$ cat src/rtl/char_sequencer_pkg.sv
// rtl/char_sequencer_pkg.sv - shared types and defaults for the character sequencer
package char_sequencer_pkg;

    // Playback FSM encoding
    typedef enum logic [1:0] {
        ST_IDLE = 2'd0,
        ST_EMIT = 2'd1,
        ST_HOLD = 2'd2
    } seq_state_t;

    localparam int CHAR_W             = 7;
    localparam int HOLD_W             = 8;
    localparam int DEFAULT_DEPTH      = 16;
    localparam int DEFAULT_HOLD_TICKS = 30;

endpackage

$ cat src/rtl/char_buffer.sv
// rtl/char_buffer.sv - DEPTH x 7 message storage, one write port, combinational read
module char_buffer
    import char_sequencer_pkg::*;
#(
    parameter  int DEPTH = DEFAULT_DEPTH,
    localparam int AW    = $clog2(DEPTH)
) (
    input  logic              clk,
    input  logic              wr_en_i,
    input  logic [AW-1:0]     wr_addr_i,
    input  logic [CHAR_W-1:0] wr_data_i,
    input  logic [AW-1:0]     rd_addr_i,
    output logic [CHAR_W-1:0] rd_data_o
);

    // Contents are never reset: entries beyond length are unreachable
    logic [CHAR_W-1:0] mem_q [DEPTH];

    // Store one character per accepted write
    always_ff @(posedge clk) begin
        if (wr_en_i) begin
            mem_q[wr_addr_i] <= wr_data_i;
        end
    end

    assign rd_data_o = mem_q[rd_addr_i];

endmodule

$ cat src/rtl/char_sequencer.sv
// rtl/char_sequencer.sv - plays a buffered message one character per HOLD_TICKS frames
module char_sequencer
    import char_sequencer_pkg::*;
#(
    parameter  int DEPTH      = DEFAULT_DEPTH,
    parameter  int HOLD_TICKS = DEFAULT_HOLD_TICKS,
    localparam int AW         = $clog2(DEPTH),
    localparam int LW         = AW + 1
) (
    input  logic              clk,
    input  logic              reset,
    input  logic              enable,
    input  logic              tick60,
    input  logic              wr_valid,
    input  logic [CHAR_W-1:0] wr_char,
    output logic              wr_ready,
    input  logic              start,
    input  logic              loop_en,
    input  logic              clear,
    output logic              char_available,
    output logic [CHAR_W-1:0] char_out,
    output logic              busy,
    output logic [LW-1:0]     length
);

    seq_state_t        state_q, state_d;
    logic [AW-1:0]     idx_q, idx_d;
    logic [HOLD_W-1:0] hold_q, hold_d;
    logic [LW-1:0]     length_q, length_d;
    logic              char_available_q;
    logic [CHAR_W-1:0] char_out_q;
    logic              busy_q;
    logic              wr_ready_q;

    logic              wr_accept;
    logic              at_last;
    logic              hold_done;
    logic [CHAR_W-1:0] rd_data;

    // Writes only land when the registered ready was offered; clear wins
    assign wr_accept = wr_valid && wr_ready_q && !clear;
    assign at_last   = (LW'(idx_q) + LW'(1)) >= length_q;
    assign hold_done = (hold_q + HOLD_W'(1)) == HOLD_W'(HOLD_TICKS);

    // Read address follows the next index so char_out is loaded on entry to EMIT
    char_buffer #(
        .DEPTH(DEPTH)
    ) u_buffer (
        .clk       (clk),
        .wr_en_i   (wr_accept),
        .wr_addr_i (length_q[AW-1:0]),
        .wr_data_i (wr_char),
        .rd_addr_i (idx_d),
        .rd_data_o (rd_data)
    );

    // Next-state decode for the playback FSM, index, hold counter and length
    always_comb begin
        state_d  = state_q;
        idx_d    = idx_q;
        hold_d   = hold_q;
        length_d = length_q;
        if (clear) begin
            state_d  = ST_IDLE;
            idx_d    = '0;
            hold_d   = '0;
            length_d = '0;
        end else begin
            if (wr_accept) begin
                length_d = length_q + LW'(1);
            end
            case (state_q)
                ST_IDLE: begin
                    if (start && (length_q != '0)) begin
                        state_d = ST_EMIT;
                        idx_d   = '0;
                    end
                end
                ST_EMIT: begin
                    // A tick landing on the strobe cycle is deliberately dropped
                    hold_d  = '0;
                    state_d = ST_HOLD;
                end
                ST_HOLD: begin
                    if (enable && tick60) begin
                        if (hold_done) begin
                            hold_d = '0;
                            if (!at_last) begin
                                idx_d   = idx_q + AW'(1);
                                state_d = ST_EMIT;
                            end else if (loop_en) begin
                                idx_d   = '0;
                                state_d = ST_EMIT;
                            end else begin
                                state_d = ST_IDLE;
                            end
                        end else begin
                            hold_d = hold_q + HOLD_W'(1);
                        end
                    end
                end
                default: begin
                    state_d = ST_IDLE;
                end
            endcase
        end
    end

    // State and registered outputs; reset overrides everything including clear
    always_ff @(posedge clk) begin
        if (reset) begin
            state_q          <= ST_IDLE;
            idx_q            <= '0;
            hold_q           <= '0;
            length_q         <= '0;
            char_available_q <= 1'b0;
            char_out_q       <= '0;
            busy_q           <= 1'b0;
            wr_ready_q       <= 1'b1;
        end else begin
            state_q          <= state_d;
            idx_q            <= idx_d;
            hold_q           <= hold_d;
            length_q         <= length_d;
            char_available_q <= (state_d == ST_EMIT);
            if (clear) begin
                char_out_q <= '0;
            end else if (state_d == ST_EMIT) begin
                char_out_q <= rd_data;
            end
            busy_q           <= (state_d != ST_IDLE);
            wr_ready_q       <= (state_d == ST_IDLE) && (length_d != LW'(DEPTH));
        end
    end

    assign wr_ready       = wr_ready_q;
    assign char_available = char_available_q;
    assign char_out       = char_out_q;
    assign busy           = busy_q;
    assign length         = length_q;

endmodule

$ cat config.mk
export PLATFORM = sky130hd
export DESIGN_NAME = char_sequencer
export DESIGN_NICKNAME = d
export VERILOG_FILES = /design/src/rtl/char_sequencer_pkg.sv /design/src/rtl/char_buffer.sv /design/src/rtl/char_sequencer.sv
export SDC_FILE = /design/constraint.sdc
export NUM_CORES = 1
export LEC_CHECK = 0
export ABC_CLOCK_PERIOD_IN_PS = 3500
export BUFFER_PORTS_ARGS = -buffer_cell sky130_fd_sc_hd__buf_2
export CAP_MARGIN = 10
export CORE_MARGIN = 1.5
export CORE_UTILIZATION = 50
export CTS_CLUSTER_SIZE = 10
export DETAILED_ROUTE_END_ITERATION = 8
export GPL_TIMING_DRIVEN = 0
export PLACE_DENSITY = 0.65
export SLEW_MARGIN = 20
export SYNTH_ARGS = -nofsm -noshare
export SYNTH_HDL_FRONTEND = slang
export SYNTH_SLANG_ARGS = --single-unit
$ cat constraint.sdc
create_clock -name clk -period 3.5 [get_ports clk]
set_input_delay 0.7 -clock clk [delete_from_list [all_inputs] [get_ports clk]]
set_output_delay 0.7 -clock clk [all_outputs]
set_load 0.1 [all_outputs]
==> summary.md, run 1 <==
| Metric | Value |
|---|---|
| Outcome | finished, final reports clean |
| Synth Area per Inst | 13.3 µm² |
| Layout cells sized above 1 | 22.6% |
| LEAKAGE | 2.72 nW |
| Max Transition Viols Final | 0 |
| Cell area after synthesis | 6460 µm² |
| Placed cell area | 6840 µm² |
| Reg clk slew, reported paths | 60 ps |
| Post-route clock period utilization | 95.4% |
| Worst Path Max Fanout | 10 |
| TritonCTS clock tree | yes |
| Boundary Pins | 30 |
| WHS Endpoint | hold_q[4]$_SDFFE_PP0P_ |
| Final Skew | 10.4 ps |
| Final WL | 15100 µm |
| Gate count of the mapped netlist | 486 |
| H-tree levels | 4 |
| CTS Hold Bufs | 0 |
| Slew of the pin with the lowest slew margin | 823 ps |
| Fin. Hold Viols | 0 |
| Unrepaired setup endpoints after global routing | false |
| Initial antenna violation count | 0 |
| Reg-to-reg endpoint | char_out[3]$_SDFFE_PP0P_ |
| Reg2reg setup slack | 160 ps |
| Final instance count without filler cells | 721 |
| Die width | 117 µm |
| Global route overflow | 0 |
| Clock Path Buffers | 2 |
| Std cell rows | 41 |
| Largest net degree at the start of global routing | 17 |
| Final setup fails | 0 |
| Post-Place Cells | 687 |
| Drt first pass iters | 5 |
| Most frequent cell after synthesis | edfxtp_1 |
| Drt drc | 0 |
| Post-synth EDFFs | 112 |
| Setup Crit Path Kind | flip-flop to flip-flop |
| Die Y | 117 µm |
| Reg2reg start | idx_q[0]$_SDFF_PP0_ |
| Number of global-route vias before repair | 4094 |
| Ys flop type | edfxtp_1 |
| Hold path cells | 2 |
| Asr flop ratio synth | 0% |
| Reg2Reg Depth | 13 |
| Gr usage total | 23.8% |
| CTS root buffer | clkbuf_16 |
| Fmax | 0.299 GHz |
| HP Start | hold_q[4]$_SDFFE_PP0P_ |
| Max_slew headroom | 44.9% |
| Design Power | 3.54 mW |
| Number of diodes | 0 |
| Fin area | 7560 µm² |
| Yosys warning total | 0 |
| Core area | 12600 µm² |
| Place WS | -752 ps |
| Via count | 4202 |
| Fin util | 59.9% |
| Fin worst setup slack | 161 ps |
| First-pass GRT wire length | 23100 µm |
| Clock Latency Late Sink | 420 ps |
| Post-synth net total | 513 |
| Dpl hpwl | 10500 µm |
| Routability cong. | 0.835 |
| Num CTS Buffers | 17 |
| Starting DRT DRC Count | 326 |
| # port buffers | 29 |
| Required time of the worst setup path | 3810 ps |
| Sequential cell area fraction in the yosys report | 61.0% |
| Share of the synthesized area in the top cell type | 52.0% |
| Number of distinct library cells after synthesis | 68 |
| Post-DRT Antenna Nets | 0 |
| Vias per cell | 5.83 |
| Initial Util | 51.2% |
| Power per cell area | 468 nW/µm² |
| Cell taking the most area after synthesis | edfxtp_1 |
| Area contributors post-synth | edfxtp_1 (52%), dfxtp_1 (9.0%), a211oi_1 (4.1%) |
| Synth cell count leaders | edfxtp_1 (112), nor2_1 (37), a211oi_1 (35) |
| Peak VDD IR | 0.425 mV |
| Minimum clock period after layout | 3340 ps |
| Seq cells post-synth | 141 |
| TritonCTS Sinks | 141 |
| Final Net Count | 563 |
| # Max-Cap Violations | 0 |
| Worst EP arrival | 3650 ps |
| Hold Crit Class | flip-flop to flip-flop |
| Area delta synth->final | 17.0% |
| WL per Instance | 21.0 µm |
| DIE AREA | 13600 µm² |
| CP Capture Type | flip-flop |
| CP startpoint kind | flip-flop |
## report_power, final
part	internal, mW	switching, mW
combinational	0.0234	0.0711
clock	0.966	0.665
sequential	1.81	0.00312
total	2.80	0.739
## per-stage QoR
step	hold WS (ps)	setup TNS, ps
finish	495	0
detailed placement	485	-3930
global route	533	0
global placement	483	-3360
floorplan	461	0
CTS	494	0
## cells in the final DEF (no fill, tap or decap), types with 11 or more instances in the layout
master / Yosys / final
edfxtp_1: 112 / 112
nor2_1: 37 / 37
a211oi_1: 35 / 33
buf_2: 3 / 32
nor3b_1: 28 / 28
dfxtp_1: 29 / 24
mux2i_1: 21 / 21
clkbuf_16: 0 / 17
nand2_1: 15 / 15
o21bai_1: 15 / 15
ha_1: 12 / 12
nor3_1: 14 / 11
## cell type report
| cell class | count | area (µm²) |
|---|---|---|
| Buffer | 19 | 154 |
| Clock buffer | 20 | 437 |
| Clock inverter | 12 | 97.6 |
| Fill cell | 1049 | 5060 |
| Inverter | 8 | 30.0 |
| Multi-Input combinational cell | 316 | 2490 |
| Sequential cell | 141 | 3950 |
| Tap cell | 172 | 215 |
| Timing Repair Buffer | 33 | 188 |
## critical path, stage by stage (launching register included)
cell and delay, ps:
dfxtp_2 350, ha_1 250, xor2_1 180, ha_1 290, and4_1 220, a21oi_2 220, a21o_2 240, a31oi_2 150
or2_4 330, buf_6 150, buf_4 180, a211oi_1 380, o21bai_1 130, and4_1 150
## metal layers
layer	GRT usage [%]	vias up	share of wire, %
li1	-	2008	-
met1	33.4	2071	46
met2	37.0	110	48
met3	6.28	13	4.7
met4	6.51	0	1.3
met5	0	-	0
## cell families after synthesis
| kind of cell | Yosys count | share of synthesized area (%) |
|---|---|---|
| simple gates | 166 | 16.0 |
| fa+ha+maj | 12 | 2.32 |
| mux | 21 | 3.25 |
| buf+inv | 29 | 2.94 |
| compound gates | 110 | 13.5 |
| flops | 141 | 61.0 |
| xor+xnor | 7 | 0.949 |
## sequential cells by signal (all words and copies together), names as in the netlist
name	count
busy	1
char_available	1
char_out	7
hold_q	8
idx_q	4
length	5
state_q	2
u_buffer.mem_q	112
wr_ready	1
## worst max path at each step
stage,from,to
floorplan,length[3]$_SDFF_PP0_,char_out[0]$_SDFFE_PP0P_
global placement,length[3]$_SDFF_PP0_,char_out[0]$_SDFFE_PP0P_
detailed placement,length[3]$_SDFF_PP0_,char_out[0]$_SDFFE_PP0P_
CTS,idx_q[0]$_SDFF_PP0_,char_out[0]$_SDFFE_PP0P_
global route,idx_q[0]$_SDFF_PP0_,char_out[4]$_SDFFE_PP0P_
finish,idx_q[0]$_SDFF_PP0_,char_out[3]$_SDFFE_PP0P_
## timing repair
action                                  CTS  global route
cloned                                    0             0
endpoints found under the setup margin    7             7
gates resized for setup                  19            14
pin swaps                                 2             1
setup buffers                             3             1
No activity file was read; power rests on OpenSTA's default activity.
==> run 2: changes to the inputs <==
Settings changed: ABC_CLOCK_PERIOD_IN_PS 3500 to 3700, CORE_ASPECT_RATIO set to 1.1.
Clock period 3.5 ns to 3.7 ns, I/O delays scaled along.
==> run 2 against run 1 <==
Net effect:
- final cell count fell by 2.6%
- critical path type unchanged
- largest power group unchanged
- sequential share of layout area rose by 0.59 points
- sequential power fell by 5%
- clock skew fell by 3.4 ps
==> summary.md, run 2 (synthesized netlist as in run 1, its figures left out) <==
| Metric | Value |
|---|---|
| Std cell rows | 43 (was 41) |
| Largest net degree at the start of global routing | 17 (unchanged) |
| Max Transition Viols Final | 0 (unchanged) |
| Global route overflow | 0 (unchanged) |
| Fin area | 7470 µm² (was 7560 µm²) |
| Drt drc | 0 (unchanged) |
| LEAKAGE | 2.73 nW (was 2.72 nW) |
| Setup Crit Path Kind | flip-flop to flip-flop (unchanged) |
| Die Y | 122 µm (was 117 µm) |
| Fin worst setup slack | 111 ps (was 161 ps) |
| Power per cell area | 467 nW/µm² (was 468 nW/µm²) |
| Crit path from | idx_q[0]$_SDFF_PP0_ (unchanged) |
| Fin. Hold Viols | 0 (unchanged) |
| Post-Place Cells | 673 (was 687) |
| Dpl hpwl | 10600 µm (was 10500 µm) |
| Area delta synth->final | 15.5% (was 17.0%) |
| Multi-input gate area | 2410 µm² (was 2490 µm²) |
| Initial Util | 51.3% (was 51.2%) |
| First-pass GRT wire length | 23600 µm (was 23100 µm) |
| # Max-Cap Violations | 0 (unchanged) |
| Reg clk slew, reported paths | 60 ps (about the same) |
| Initial antenna violation count | 0 (unchanged) |
| Final setup fails | 0 (unchanged) |
| DIE AREA | 13600 µm² (about the same) |
| Number of global-route vias before repair | 4181 (was 4094) |
| Commonest cells after routing, fill and taps aside | edfxtp_1 (112), nor2_1 (37), a211oi_1 (33) (unchanged) |
| Peak VDD IR | 0.363 mV (was 0.425 mV) |
| Reg2reg setup slack | 110 ps (was 160 ps) |
| Via count | 4319 (was 4202) |
| Starting DRT DRC Count | 404 (was 326) |
| Number of diodes | 0 (unchanged) |
| WL per Instance | 22.1 µm (was 21.0 µm) |
| Most flops, register | u_buffer.mem_q (unchanged) |
| CTS root buffer | clkbuf_16 (unchanged) |
| Post-DRT Antenna Nets | 0 (unchanged) |
| Placed cell area | 6830 µm² (was 6840 µm²) |
| Outcome | finished, final reports clean (unchanged) |
| Clock Path Buffers | 2 (unchanged) |
| Max_slew headroom | 45.2% (was 44.9%) |
| Routability cong. | 0.859 (was 0.835) |
| TritonCTS Sinks | 141 (unchanged) |
| # port buffers | 29 (unchanged) |
| FILL cells | 1005 (was 1049) |
| Post-CTS setup buffer count | 0 (was 3) |
| Core area | 12600 µm² (about the same) |
| Fmax | 0.279 GHz (was 0.299 GHz) |
| Max reg flops | 112 (unchanged) |
| Worst Path Max Fanout | 9 (was 10) |
| Reg2reg start | idx_q[0]$_SDFF_PP0_ (unchanged) |
| Place WS | -394 ps (was -752 ps) |
| Gr usage total | 23.8% (about the same) |
| Post-route clock period utilization | 97.0% (was 95.4%) |
| Final WL | 15500 µm (was 15100 µm) |
| Reg area | 3950 µm² (about the same) |
| Drt first pass iters | 5 (unchanged) |
| Minimum clock period after layout | 3590 ps (was 3340 ps) |
| CP startpoint kind | flip-flop (unchanged) |
| CP Capture Type | flip-flop (unchanged) |
| Worst EP arrival | 3960 ps (was 3650 ps) |
| Reg-to-reg endpoint | char_out[2]$_SDFFE_PP0P_ (was char_out[3]$_SDFFE_PP0P_) |
| Boundary Pins | 30 (unchanged) |
| Die width | 111 µm (was 117 µm) |
| Worst-case hold slack | 496 ps (was 495 ps) |
| Critical Path End | char_out[2]$_SDFFE_PP0P_ (was char_out[3]$_SDFFE_PP0P_) |
| Hold Crit Class | flip-flop to flip-flop (unchanged) |
| Num CTS Buffers | 17 (unchanged) |
| TritonCTS clock tree | yes (unchanged) |
| Required time of the worst setup path | 4070 ps (was 3810 ps) |
| Clock Latency Late Sink | 420 ps (about the same) |
| Layout cells sized above 1 | 21.5% (was 22.6%) |
| Final Net Count | 560 (was 563) |
| Reg2Reg Depth | 11 (was 13) |
| Final Skew | 7.02 ps (was 10.4 ps) |
| Fin util | 59.3% (was 59.9%) |
| H-tree levels | 4 (unchanged) |
| Final instance count without filler cells | 702 (was 721) |
| Vias per cell | 6.15 (was 5.83) |
| Unrepaired setup endpoints after global routing | true (was false) |
| Slew of the pin with the lowest slew margin | 820 ps (was 823 ps) |
| Most common cell after layout, fill and taps aside | edfxtp_1 (unchanged) |
[run 2: worst min path at each step]
stage | cells after the start | startpoint | endpoint | slack, ps
3_3_place_gp | 2 | hold_q[4]$_SDFFE_PP0P_ | hold_q[4]$_SDFFE_PP0P_ | 490
5_1_grt | 2 | hold_q[4]$_SDFFE_PP0P_ | hold_q[4]$_SDFFE_PP0P_ | 530
2_1_floorplan | 2 | hold_q[4]$_SDFFE_PP0P_ | hold_q[4]$_SDFFE_PP0P_ | 460
6_report | 1 | hold_q[7]$_SDFFE_PP0P_ | hold_q[7]$_SDFFE_PP0P_ | 500
3_5_place_dp | 1 | hold_q[7]$_SDFFE_PP0P_ | hold_q[7]$_SDFFE_PP0P_ | 500
4_1_cts | 1 | hold_q[7]$_SDFFE_PP0P_ | hold_q[7]$_SDFFE_PP0P_ | 510
[run 2: area by class of cell]
type                            count  share of cell area [%]
Clock buffer                       19                    5.80
Timing Repair Buffer               30                    2.04
Inverter                            8                   0.402
Buffer                             19                    2.06
Multi-Input combinational cell    316                    32.3
Tap cell                          157                    2.63
Sequential cell                   141                    52.8
Clock inverter                     12                    1.98
[run 2: through the flow]
stage               total power, mW  TNS (ps)
floorplan                      1.79         0
global placement               1.84     -1310
detailed placement             1.84     -2030
CTS                            3.51         0
global route                   3.57     -6.10
finish                         3.49         0
[run 2: worst max-delay path, stage by stage, from the launching register on]
cell and delay (ps):
dfxtp_1 460, ha_1 270, xor2_1 160, ha_1 260, and4_1 200, a21oi_1 280
a21o_2 250, a31oi_2 150, nor2_2 530, nor3_4 170, a221oi_1 550, and4_1 250
[run 2: where the power goes]
part / switching (mW) / leakage [nW] / internal, mW
registers: 0.00301 / 1.24 / 1.72
logic: 0.0671 / 1.22 / 0.0218
clock network: 0.634 / 0.274 / 1.05
total: 0.704 / 2.73 / 2.79
[run 2: what timing repair did]
| item | CTS | global route |
|---|---|---|
| setup endpoints to repair | 7 | 7 |
| gates resized for setup | 6 | 15 |
| hold buffers | 0 | 0 |
[run 2: routing by layer]
| layer | track usage, % | wire, µm | vias to the layer above |
|---|---|---|---|
| met5 | 0 | 0 | - |
| met4 | 10.1 | 407 | 0 |
| met3 | 5.63 | 960 | 27 |
| met2 | 38.4 | 7450 | 144 |
| met1 | 31.3 | 6680 | 2150 |
| li1 | - | - | 1998 |
